## config.mk

```make
export PLATFORM = sky130hd
export DESIGN_NAME = pipelined_shifter
export DESIGN_NICKNAME = d
export VERILOG_FILES = /design/src/rtl/shifter_pkg.sv /design/src/rtl/shift_stage.sv /design/src/rtl/pipelined_shifter.sv
export SDC_FILE = /design/constraint.sdc
export NUM_CORES = 1
export LEC_CHECK = 0
export BUFFER_PORTS_ARGS = -buffer_cell sky130_fd_sc_hd__buf_4
export CORE_AREA = 2 2 98 100
export CTS_CLUSTER_SIZE = 40
export DETAILED_ROUTE_END_ITERATION = 10
export DIE_AREA = 0 0 100 102
export PLACE_DENSITY = 0.77
export RECOVER_POWER = 100
export SLEW_MARGIN = 20
export SYNTH_ARGS = -nofsm -noshare
export SYNTH_HDL_FRONTEND = slang
export SYNTH_SLANG_ARGS = --single-unit
```

## constraint.sdc

```tcl
create_clock -name clk -period 1.4 [get_ports clk]
set_input_delay 0.35 -clock clk [delete_from_list [all_inputs] [get_ports clk]]
set_output_delay 0.35 -clock clk [all_outputs]
set_load 0.01 [all_outputs]
```

## src/rtl/shifter_pkg.sv

```systemverilog
// Package: shifter_pkg
// Shared types for the pipelined shift unit.
//   shift_op_e   : shift operation encoding (00 LSL, 01 LSR, 10 ASR, 11 ROR)
//   stage_ctrl_t : per-stage control payload carried alongside data and amount
// Optional feature macro: SHIFT_FLAGS_EN (adds the carry bit to the stage payload).
package shifter_pkg;

  typedef enum logic [1:0] {
    SH_LSL = 2'b00,
    SH_LSR = 2'b01,
    SH_ASR = 2'b10,
    SH_ROR = 2'b11
  } shift_op_e;

  // Data and amount widths depend on the WIDTH parameter, so they travel as separate
  // vectors; the width-independent part of the payload lives here.
  typedef struct packed {
    shift_op_e op;
`ifdef SHIFT_FLAGS_EN
    logic      carry;
`endif
  } stage_ctrl_t;

endpackage

```

## src/rtl/shift_stage.sv

```systemverilog
// Module: shift_stage
// One level of the pipelined shifter: shifts by 2**LEVEL when amount[LEVEL] is set, then
// registers the payload behind a valid/ready handshake.
// Ports:
//   clk, reset                  clock, asynchronous active-low reset
//   in_valid/in_ready           upstream handshake (in_ready = !valid || out_ready)
//   in_data/in_amount/in_ctrl   incoming payload
//   out_valid/out_ready         downstream handshake
//   out_data/out_amount/out_ctrl registered payload
// Optional feature macro: SHIFT_FLAGS_EN (tracks the carry bit).
module shift_stage
  import shifter_pkg::*;
#(
  parameter  int unsigned WIDTH   = 16,
  parameter  int unsigned LEVEL   = 0,
  localparam int unsigned SHAMT_W = $clog2(WIDTH)
) (
  input  logic               clk,
  input  logic               reset,
  input  logic               in_valid,
  output logic               in_ready,
  input  logic [WIDTH-1:0]   in_data,
  input  logic [SHAMT_W-1:0] in_amount,
  input  stage_ctrl_t        in_ctrl,
  output logic               out_valid,
  input  logic               out_ready,
  output logic [WIDTH-1:0]   out_data,
  output logic [SHAMT_W-1:0] out_amount,
  output stage_ctrl_t        out_ctrl
);

  localparam int unsigned Dist = 2 ** LEVEL;

  logic               valid_q;
  logic [WIDTH-1:0]   data_q, data_d;
  logic [SHAMT_W-1:0] amount_q;
  stage_ctrl_t        ctrl_q, ctrl_d;

  always_comb begin
    data_d = in_data;
    ctrl_d = in_ctrl;
    if (in_amount[LEVEL]) begin
      unique case (in_ctrl.op)
        SH_LSL: data_d = in_data << Dist;
        SH_LSR: data_d = in_data >> Dist;
        SH_ASR: data_d = $signed(in_data) >>> Dist;
        SH_ROR: data_d = (in_data >> Dist) | (in_data << (WIDTH - Dist));
      endcase
`ifdef SHIFT_FLAGS_EN
      // Carry is the last bit to leave the word; for ROR it is the new MSB.
      if (in_ctrl.op == SH_LSL) begin
        ctrl_d.carry = in_data[WIDTH-Dist];
      end else if (in_ctrl.op == SH_ROR) begin
        ctrl_d.carry = data_d[WIDTH-1];
      end else begin
        ctrl_d.carry = in_data[Dist-1];
      end
`endif
    end
  end

  assign in_ready = !valid_q || out_ready;

  always_ff @(posedge clk or negedge reset) begin
    if (!reset) begin
      valid_q  <= 1'b0;
      data_q   <= '0;
      amount_q <= '0;
      ctrl_q   <= '0;
    end else if (in_ready) begin
      valid_q <= in_valid;
      // Payload only moves with a real operation; bubbles leave it untouched.
      if (in_valid) begin
        data_q   <= data_d;
        amount_q <= in_amount;
        ctrl_q   <= ctrl_d;
      end
    end
  end

  assign out_valid  = valid_q;
  assign out_data   = data_q;
  assign out_amount = amount_q;
  assign out_ctrl   = ctrl_q;

endmodule

```

## src/rtl/pipelined_shifter.sv

```systemverilog
// Module: pipelined_shifter
// Fully pipelined LSL/LSR/ASR/ROR unit, one register per log2(WIDTH) mux level, with
// valid/ready on both sides. Latency SHAMT_W cycles, throughput one op per cycle.
// Ports:
//   clk, reset            clock, asynchronous active-low reset
//   in_valid/in_ready     input handshake (in_ready combinational from out_ready)
//   in_data/in_amount     operand and shift amount
//   in_op                 00 LSL, 01 LSR, 10 ASR, 11 ROR
//   out_valid/out_ready   output handshake
//   out_data              shifted result
//   out_carry, out_zero   flags; tied to 0 unless SHIFT_FLAGS_EN is defined
// Optional feature macro: SHIFT_FLAGS_EN.
module pipelined_shifter
  import shifter_pkg::*;
#(
  parameter  int unsigned WIDTH   = 16,
  localparam int unsigned SHAMT_W = $clog2(WIDTH)
) (
  input  logic               clk,
  input  logic               reset,
  input  logic               in_valid,
  output logic               in_ready,
  input  logic [WIDTH-1:0]   in_data,
  input  logic [SHAMT_W-1:0] in_amount,
  input  logic [1:0]         in_op,
  output logic               out_valid,
  input  logic               out_ready,
  output logic [WIDTH-1:0]   out_data,
  output logic               out_carry,
  output logic               out_zero
);

  // Index k is the input of stage k; index SHAMT_W is the output of the last stage.
  logic               valid  [SHAMT_W+1];
  logic               ready  [SHAMT_W+1];
  logic [WIDTH-1:0]   data   [SHAMT_W+1];
  logic [SHAMT_W-1:0] amount [SHAMT_W+1];
  stage_ctrl_t        ctrl   [SHAMT_W+1];
  stage_ctrl_t        ctrl_in;

  always_comb begin
    ctrl_in    = '0;
    ctrl_in.op = shift_op_e'(in_op);
  end

  assign valid[0]        = in_valid;
  assign in_ready        = ready[0];
  assign data[0]         = in_data;
  assign amount[0]       = in_amount;
  assign ctrl[0]         = ctrl_in;
  assign ready[SHAMT_W]  = out_ready;

  for (genvar k = 0; k < SHAMT_W; k++) begin : g_stage
    shift_stage #(
      .WIDTH (WIDTH),
      .LEVEL (k)
    ) u_stage (
      .clk        (clk),
      .reset      (reset),
      .in_valid   (valid[k]),
      .in_ready   (ready[k]),
      .in_data    (data[k]),
      .in_amount  (amount[k]),
      .in_ctrl    (ctrl[k]),
      .out_valid  (valid[k+1]),
      .out_ready  (ready[k+1]),
      .out_data   (data[k+1]),
      .out_amount (amount[k+1]),
      .out_ctrl   (ctrl[k+1])
    );
  end

  assign out_valid = valid[SHAMT_W];
  assign out_data  = data[SHAMT_W];

`ifdef SHIFT_FLAGS_EN
  assign out_carry = ctrl[SHAMT_W].carry;
  // Derived from the last-stage register; gated so it reads 0 while no result is held.
  assign out_zero  = valid[SHAMT_W] && (data[SHAMT_W] == '0);
`else
  assign out_carry = 1'b0;
  assign out_zero  = 1'b0;
`endif

  // The fully consumed amount and op are not needed past the last stage.
  logic unused_tail;
  assign unused_tail = ^{amount[SHAMT_W], ctrl[SHAMT_W].op};

endmodule
```

# Yosys cells after proc, flatten, opt, wreduce, memory -nomap -nowiden
# Cells that the tools add are included.
[totals]
register_bits = 86
inputBits = 26
out_inout_bits = 20
wordCells = 54
[classes]
eq_ne = 12
n_mux = 8
n_bitwise = 4
n_reduce_logical = 16
[ops]
columns = ["op", "count"]
rows = [
  ["$pmux 16 s4", 4],
  ["$mux 16", 4],
  ["$eq 2x2->1 const B", 8],
  ["$or 12x16->16", 1],
  ["$or 14x16->16", 1],
  ["$or 15x16->16", 1],
  ["$or 8x16->16", 1],
  ["$eq 2x1->1 const B", 4],
  ["$logic_not 2->1", 4],
  ["$reduce_and 2->1", 4],
  ["$logic_not 1->1", 4],
  ["$logic_or 1x1->1", 4],
]

# Longest topological paths before layout
# Gate-level depths: netlist of the first run.
[depth]
ltp_word = 6
depth_mapped = 5
ltp_nobuf = 3

# By module
# From an unflattened synthesis of the first run, not the netlist that was laid out.
[unflattened]
cells_unflattened = 473
area_unflattened_um2 = 5203.7
[modules_own_cells]
columns = ["mod", "instances", "cells_each", "area_each_um2", "seq_area_each_um2"]
rows = [
  ["shift_stage at g_stage[2].u_stage", 1, 118, 1308.8, 575.6],
  ["shift_stage at g_stage[3].u_stage", 1, 112, 1296.2, 575.6],
  ["shift_stage at g_stage[1].u_stage", 1, 118, 1295.0, 575.6],
  ["shift_stage at g_stage[0].u_stage", 1, 122, 1285.0, 575.6],
  ["pipelined_shifter", 1, 3, 18.8, 0.0],
]

# Least setup slack after synthesis of the first run
# Ideal clock, no wire load.
[synth_timing]
path_kind = "register to register"
from = "reg g_stage[3].u_stage.valid_q"
to = "reg g_stage[0].u_stage.amount_q[1]"
setup_ns = 0.125
arrival_ns = 1.290
required_ns = 1.275
setup_slack_ns = -0.015
path_stages_with_launch = 5
path_buffers = 1
synth_period_minus_slack_ns = 1.415
path_cell_list = "dfrtp_1 nand4b_4 o21ai_2 buf_4 mux2_2"
[synth_between]
elab_chain_cells = 6
[synth_rtl]
columns = ["item", "line_no", "rtl"]
rows = [
  ["from (decl)", "shift_stage.sv:34", "logic valid_q;"],
  ["from (signal assigned)", "shift_stage.sv:71", "valid_q <= in_valid;"],
  ["$logic_not 1->1", "shift_stage.sv:62", "assign in_ready = !valid_q || out_ready;"],
  ["$logic_or 1x1->1 (4 in series)", "shift_stage.sv:62", ""],
  ["$reduce_and 2->1 (no source line)", "--", ""],
  ["to (signal assigned)", "shift_stage.sv:75", "amount_q <= in_amount;"],
  ["to (decl)", "shift_stage.sv:36", "logic [SHAMT_W-1:0] amount_q;"],
]
# Every way passes these cells.
# A chain may end at the register's enable or synchronous reset.

# Worst setup path in the final report of the first run
[layout_timing]
from = "reg g_stage[2].u_stage.valid_q"
to = "out in_ready"
[layout_between]
elab_chain_cells = 4
[layout_rtl]
columns = ["item", "line_no", "rtl"]
rows = [
  ["from (decl)", "shift_stage.sv:34", ""],
  ["from (signal assigned)", "shift_stage.sv:71", ""],
  ["$logic_not 1->1", "shift_stage.sv:62", ""],
  ["$logic_or 1x1->1 (3 in series)", "shift_stage.sv:62", ""],
  ["to (decl)", "pipelined_shifter.sv:22", "output logic in_ready,"],
]
# Every way passes these cells.

==> results.md, run 1 <==
- Outcome: finished with violations
- Failing checks: setup timing
- Die area: 0.0102 mm^2
- DPL Wire Length: 7610 um
- Routed len/inst: 17.0 um
- Max Freq: 632 MHz
- Die H: 102 um
- LEAKAGE: 2.41 nW
- Avg Synthesized Cell Area: 10.1 um^2
- R2R Path End: g_stage[2].u_stage.out_data[10]
- Commonest cells after routing, fill and taps aside: dfrtp_1, buf_4, a31oi_1, nor2_1, o21ai_0
- Final Worst Setup Slack: -0.182 ns
- Worst VDD drop: 615 uV
- Worst Max-Slew Pin Slew: 0.648 ns
- Worst-skew pair later-pin latency: 0.36 ns
- Clock slew seen by the registers of the worst setup and hold paths: 0.08 ns
- First-pass GRT wire length: 18800 um
- CP Class: flop to primary output
- R2R cell count: 6
- Slew headroom: 0.568
- CP Depth: 3
- Max-slew violations: 0
- Initial antenna violation count: 0
- Period minus WS final: 1.58 ns
- PortBufs: 43
- P per Cell Area: 1740 mW/mm^2
- CP endpoint kind: primary output
- GR Overflow Total: 0
- Clock Sinks: 80
- Final hold viol count: 0
- Critical Path Max Stage Delay: 0.41 ns
- Pwr Total: 9.91 mW
- Worst EP required: 1.05 ns
- Core ar.: 0.00911 mm^2
- Overall global routing resource usage: 0.232
- Pre-CTS WS: -0.134 ns
- Yosys cell types: 42
- Crit path to: in_ready
- DRT iter0 DRCs: 136
- RSZ-0062 raised after global routing: yes
- Max Root-Sink Buffers: 2
- # fillers: 766
- Total number of vias: 3869
- EDFF count, synth: 0
- Worst-path fanout max: 2
- Syn Inst Count: 472
- Setup TNS: -4.25 ns
- Nets@finish: 550
- Max cap viols: 0
- DR vias/cell: 6.05
- IO Pins: 46
- Crit path buffers/inverters: 1
- Util after Layout: 0.625
- Vias in the first global route: 3843
- Inserted Diodes: 0
- Worst path top cell family by delay: flip-flops
- Cell Chain, Critical Path: nand4b_4 -> or2_4 -> buf_6
- Reg2reg start: g_stage[3].u_stage.out_valid
- Synth Register Bits: 80
- Seq/Total Area, Yosys: 0.418
- Commonest non-fill, non-tap cell in the layout: dfrtp_1
- CTS H-Tree Depth: 3
- Initial Util: 0.525
- CTS root buffer: clkbuf_8
- Hold crit path type: primary input to flop
- Arrival time at the worst endpoint: 1.23 ns
- TritonCTS clock tree: done
- CTS buffer count: 9
- Drt first pass iters: 4
- Die width: 100 um
- Slowest cell on the critical path: dfrtp_1
- GP Congestion: 0.898
- Main flop type after synthesis: dfrtp_1
- CP startpoint kind: flop
- Site row count: 35
- Hold_ws: 0.199 ns
- Clk_skew: 0.0107 ns
- Fin crit share: 1.13
- Synth-to-layout area growth: 18.9%
- Largest net degree at the start of global routing: 36
- Reg2reg setup slack: -0.15 ns
- Worst Setup SP: g_stage[2].u_stage.out_valid
- Synth Warn #: 0
- Synthesized cell area: 0.00479 mm^2
- Final setup vio count: 57
- Fraction of layout cells with a size suffix above 1: 0.327
- Total Wirelength: 10900 um
- Share of flip-flops with an asynchronous set or reset: 1.00
- Number of routed nets with antenna violations: 0
- Drc violations: 0
==> area by class of cell <==
type	count	area, um^2	area share
clock buffer	9	124	0.0218
clock inverter	7	81.3	0.0143
inverter	5	18.8	0.00330
multi-input combinational	326	2500	0.439
sequential	80	2010	0.353
tap	111	139	0.0244
timing repair buffer	102	818	0.144
==> stage by stage <==
| stage | instances | instance area (um^2) |
|---|---|---|
| after floorplan | 473 | 4790 |
| after global placement | 608 | 5310 |
| after detailed placement | 608 | 5310 |
| after CTS | 639 | 5710 |
| after global routing | 640 | 5690 |
| final | 640 | 5690 |
==> worst register-to-register path, delay by kind of cell, from the launching register on <==
family	cells	cell delay, ns
buffers and inverters	3	0.40
flip-flops	1	0.44
multiplexers	1	0.30
AND/OR/NAND/NOR	2	0.30
==> routing by layer <==
metal | vias up | wire length [um] | share of wire | GRT usage
met5 | - | 0 | 0 | 0
met4 | 0 | 263 | 0.024 | 0.106
met3 | 22 | 397 | 0.037 | 0.0301
met2 | 104 | 5550 | 0.51 | 0.410
met1 | 1891 | 4660 | 0.43 | 0.285
li1 | 1852 | - | - | -
==> registers in the layout (all words and copies together), names as in the netlist <==
| signal | count |
|---|---|
| g_stage.u_stage.out_valid | 4 |
| g_stage.u_stage.out_amount | 6 |
| g_stage.u_stage.out_ctrl | 6 |
| g_stage.u_stage.out_data | 64 |
==> timing repair <==
| item | 4_1_cts | 5_1_grt |
|---|---|---|
| hold buffers | 1 | 0 |
| resized for setup | 29 | 16 |
| hold endpoints to repair | 23 | 0 |
| buffers inserted | 13 | 1 |
| gates cloned | 1 | 0 |
| endpoints found under the setup margin | 30 | 72 |
| pin swaps | 7 | 1 |
==> logic make-up after synthesis <==
family / count (synthesis) / synth area share
DFF: 80 / 0.418
buffers and inverters: 67 / 0.0810
xor gates and xnor gates: 1 / 0.00183
muxes: 57 / 0.143
other: 1 / 0.000784
AOI/OAI and AO/OA: 157 / 0.211
and+or+nand+nor: 109 / 0.144
==> cell usage after synthesis (3+ instances only) <==
library cell  instances  area share
a211oi_1              3      0.0047
a21oi_1              29       0.030
a22oi_1               8       0.013
a31oi_1              40       0.052
buf_2                11       0.012
buf_4                22       0.035
buf_6                 5       0.012
clkbuf_1             21       0.016
dfrtp_1              80        0.42
inv_1                 5      0.0039
mux2_1               11       0.026
mux2_2               21       0.049
mux2_4               15       0.047
mux2i_1              10       0.021
nand2_1               4      0.0031
nand2b_1              5      0.0065
nand3_1              11       0.012
nand3b_1              3      0.0047
nand4_1               3      0.0039
nor2_1               34       0.027
nor2b_1               6      0.0078
o211a_1              10       0.021
o211ai_1             14       0.022
o21ai_0              36       0.038
o2bb2ai_1            12       0.022
or2_2                 3      0.0039
or3b_1               17       0.031
or3b_2               17       0.031
==> worst min path at each step <==
stage,slack [ns],endpoint,from,depth (start not counted)
after floorplan,0.05,g_stage[0].u_stage.out_amount[1],reset,0
after global placement,0.28,g_stage[3].u_stage.out_valid,reset,1
after detailed placement,0.29,g_stage[2].u_stage.out_valid,reset,1
after CTS,0.19,g_stage[0].u_stage.out_valid,in_valid,2
after global routing,0.21,g_stage[0].u_stage.out_valid,in_valid,2
final,0.20,g_stage[0].u_stage.out_valid,in_valid,2
==> power by group <==
group | total (mW) | internal, mW | switching (mW)
combinational | 4.23 | 2.24 | 1.99
sequential | 3.94 | 3.14 | 0.794
clock | 1.74 | 0.841 | 0.900
Note: power is estimated with default switching activity, not from simulation.
==> run 2: changes to the inputs <==
--- a/config.mk
+++ b/config.mk
@@ -6,13 +6,15 @@
 export NUM_CORES = 1
 export LEC_CHECK = 0
 export BUFFER_PORTS_ARGS = -buffer_cell sky130_fd_sc_hd__buf_4
-export CORE_AREA = 2 2 98 100
+export CORE_AREA = 2 2 101 103
 export CTS_CLUSTER_SIZE = 40
 export DETAILED_ROUTE_END_ITERATION = 10
-export DIE_AREA = 0 0 100 102
-export PLACE_DENSITY = 0.77
+export DIE_AREA = 0 0 103 105
+export GPL_ROUTABILITY_DRIVEN = 1
+export PLACE_DENSITY = 0.78
 export RECOVER_POWER = 100
 export SLEW_MARGIN = 20
 export SYNTH_ARGS = -nofsm -noshare
 export SYNTH_HDL_FRONTEND = slang
+export SYNTH_HIERARCHICAL = 1
 export SYNTH_SLANG_ARGS = --single-unit
==> run 2 against run 1 <==
  * Die area up 6.0%
  * Clock skew is 0.0033 ns higher
  * The flow still finishes with violations (setup timing)
  * Via count increased by 0.16%
  * Register-to-register slack got worse by 0.28 ns
  * Cell area is 3.9% higher
  * Worst hold slack improved by 0.017 ns
  * Synthesized cell count decreased by 4.9%
==> results.md, run 2 <==
- Util after Layout: 0.613 (-0.0111)
- Worst EP required: 1.05 ns (about the same)
- Number of routed nets with antenna violations: 0 (unchanged)
- Max-slew violations: 0 (unchanged)
- Pre-CTS WS: -0.344 ns (-0.210 ns)
- Commonest cells after routing, fill and taps aside: buf_4, dfrtp_1, nor2_1, a31oi_1, mux2_4
- RSZ-0062 raised after global routing: yes
- Slew headroom: 0.286 (-0.282)
- Initial antenna violation count: 0 (unchanged)
- Met3 Wirelength: 428 um (+7.8%)
- Syn Inst Count: 449 (-4.9%)
- Total Wirelength: 11700 um (+7.2%)
- Arrival time at the worst endpoint: 1.51 ns (+0.28 ns)
- Hold crit path type: primary input to flop
- Worst Setup SP: g_stage[3].u_stage/out_valid
- DR vias/cell: 5.90 (-2.4%)
- Synthesized cell area: 0.00475 mm^2 (-0.68%)
- P per Cell Area: 1800 mW/mm^2 (+3.3%)
- Met2 WL post-DR: 5870 um (+5.8%)
- Worst VDD drop: 703 uV (+14%)
- Max reg flops: 64 (unchanged)
- Overall global routing resource usage: 0.219 (-0.0125)
- CP endpoint kind: primary output
- CTS H-Tree Depth: 3 (unchanged)
- TritonCTS clock tree: done
- # fillers: 781 (+2.0%)
- First-pass GRT wire length: 18600 um (-0.92%)
- Die H: 105 um (+2.9%)
- Routed len/inst: 17.7 um (+4.5%)
- Largest net degree at the start of global routing: 81 (+130%)
- Final Worst Setup Slack: -0.456 ns (-0.274 ns)
- Core ar.: 0.00964 mm^2 (+5.8%)
- Crit path to: in_ready
- Placed instance area: 0.00540 mm^2 (+1.7%)
- Area of the multi-input gates: 0.00260 mm^2 (+3.9%)
- Met1 WL: 5060 um (+8.6%)
- Clock Sinks: 80 (unchanged)
- Total number of vias: 3875 (+0.16%)
- Fin crit share: 1.33 (+0.196)
- Die width: 103 um (+3.0%)
- Site row count: 36 (+2.9%)
- Drc violations: 0 (unchanged)
- Vias in the first global route: 3656 (-4.9%)
- Clk_skew: 0.0141 ns (+0.00332 ns)
- Max Freq: 539 MHz (-15%)
- Commonest non-fill, non-tap cell in the layout: buf_4
- Top sig layer: met4
- DPL Wire Length: 7890 um (+3.7%)
- Max cap viols: 0 (unchanged)
- Worst-path fanout max: 3 (+1)
- Reg2reg setup slack: -0.43 ns (-0.28 ns)
- Clock slew seen by the registers of the worst setup and hold paths: 0.09 ns (about the same)
- Failing checks: setup timing
- R2R Path End: g_stage[0].u_stage/out_data[4]
- Outcome: finished with violations
- Final hold viol count: 0 (unchanged)
- Reg2reg start: g_stage[3].u_stage/out_valid
- Die area: 0.0108 mm^2 (+6.0%)
- R2R cell count: 9 (+3)
- Worst-skew pair later-pin latency: 0.36 ns (about the same)
- CP Class: flop to primary output
- Nets@finish: 545 (-0.91%)
- IO Pins: 46 (unchanged)
- GR Overflow Total: 0 (unchanged)
- CP startpoint kind: flop
- Max Root-Sink Buffers: 2 (unchanged)
- Inserted Diodes: 0 (unchanged)
- CTS root buffer: clkbuf_8
- GP Congestion: 0.853 (-5.0%)
- Final setup vio count: 61 (+7.0%)
- LEAKAGE: 2.51 nW (+4.1%)
- Initial Util: 0.493 (-0.0323)
- Synth-to-layout area growth: 24.4%
- PortBufs: 43 (unchanged)
- Synth Warn #: 6 (+6)
- Worst Max-Slew Pin Slew: 1.07 ns (+0.423 ns)
- Hold_ws: 0.216 ns (+0.0173 ns)
- CTS buffer count: 9 (unchanged)
- DRT iter0 DRCs: 185 (+36%)
- Avg Synthesized Cell Area: 10.6 um^2 (+4.4%)
- Post-route cell area: 0.00591 mm^2 (+3.9%)
- Pwr Total: 10.6 mW (+7.4%)
- Drt first pass iters: 4 (unchanged)
- Fraction of layout cells with a size suffix above 1: 0.424 (+0.0966)
- Period minus WS final: 1.86 ns (+0.274 ns)
- Reg area: 0.00201 mm^2 (unchanged)
run 2: cell type report:
class | instances | share of cell area
Inverter | 4 | 0.00254
Sequential cell | 80 | 0.340
Clock buffer | 9 | 0.0209
Clock inverter | 7 | 0.0161
Tap cell | 133 | 0.0281
Timing Repair Buffer | 105 | 0.153
Multi-Input combinational cell | 319 | 0.439
run 2: power by group:
| part | total [mW] | switching, mW | internal, mW |
|---|---|---|---|
| clock | 1.88 | 0.873 | 1.01 |
| combinational | 4.73 | 2.13 | 2.60 |
| sequential | 4.04 | 0.896 | 3.15 |
run 2: per-layer routing:
layer,global-route usage,vias up
met4,0.0893,0
li1,-,1831
met3,0.0441,20
met2,0.357,103
met1,0.281,1921
met5,0,-
run 2: stage by stage:
step	TNS, ns	cells
after floorplan	-23.51	450
after global placement	-14.68	628
after detailed placement	-16.73	628
after CTS	-13.82	650
after global routing	-23.01	657
final	-17.29	657
run 2: worst min-delay path by stage:
| stage | cells after the start | end | from | slack, ns |
|---|---|---|---|---|
| 3_3_place_gp | 2 | g_stage[3].u_stage/out_data[12] | reset | 0.40 |
| 5_1_grt | 2 | g_stage[0].u_stage/out_amount[3] | in_amount[3] | 0.21 |
| 6_report | 2 | g_stage[0].u_stage/out_amount[3] | in_amount[3] | 0.22 |
| 4_1_cts | 2 | g_stage[3].u_stage/out_data[6] | reset | 0.02 |
| 3_5_place_dp | 2 | g_stage[3].u_stage/out_data[12] | reset | 0.41 |
| 2_1_floorplan | 0 | g_stage[0].u_stage/out_amount[1] | reset | 0.05 |
run 2: what timing repair did:
action                                  in CTS  in global routing
resized for setup                           18                 26
cloned                                       1                  0
pin swaps                                    0                  3
hold buffers                                 0                  0
endpoints found under the setup margin      75                 76
buffers inserted                             5                  8
run 2: critical path, stage by stage, from the launching register on:
cell and delay [ns]:
dfrtp_1 0.40, nand2b_4 0.07, nand2b_4 0.14, nand2b_4 0.14, nand2b_4 0.15, buf_6 0.14, buf_6 0.11
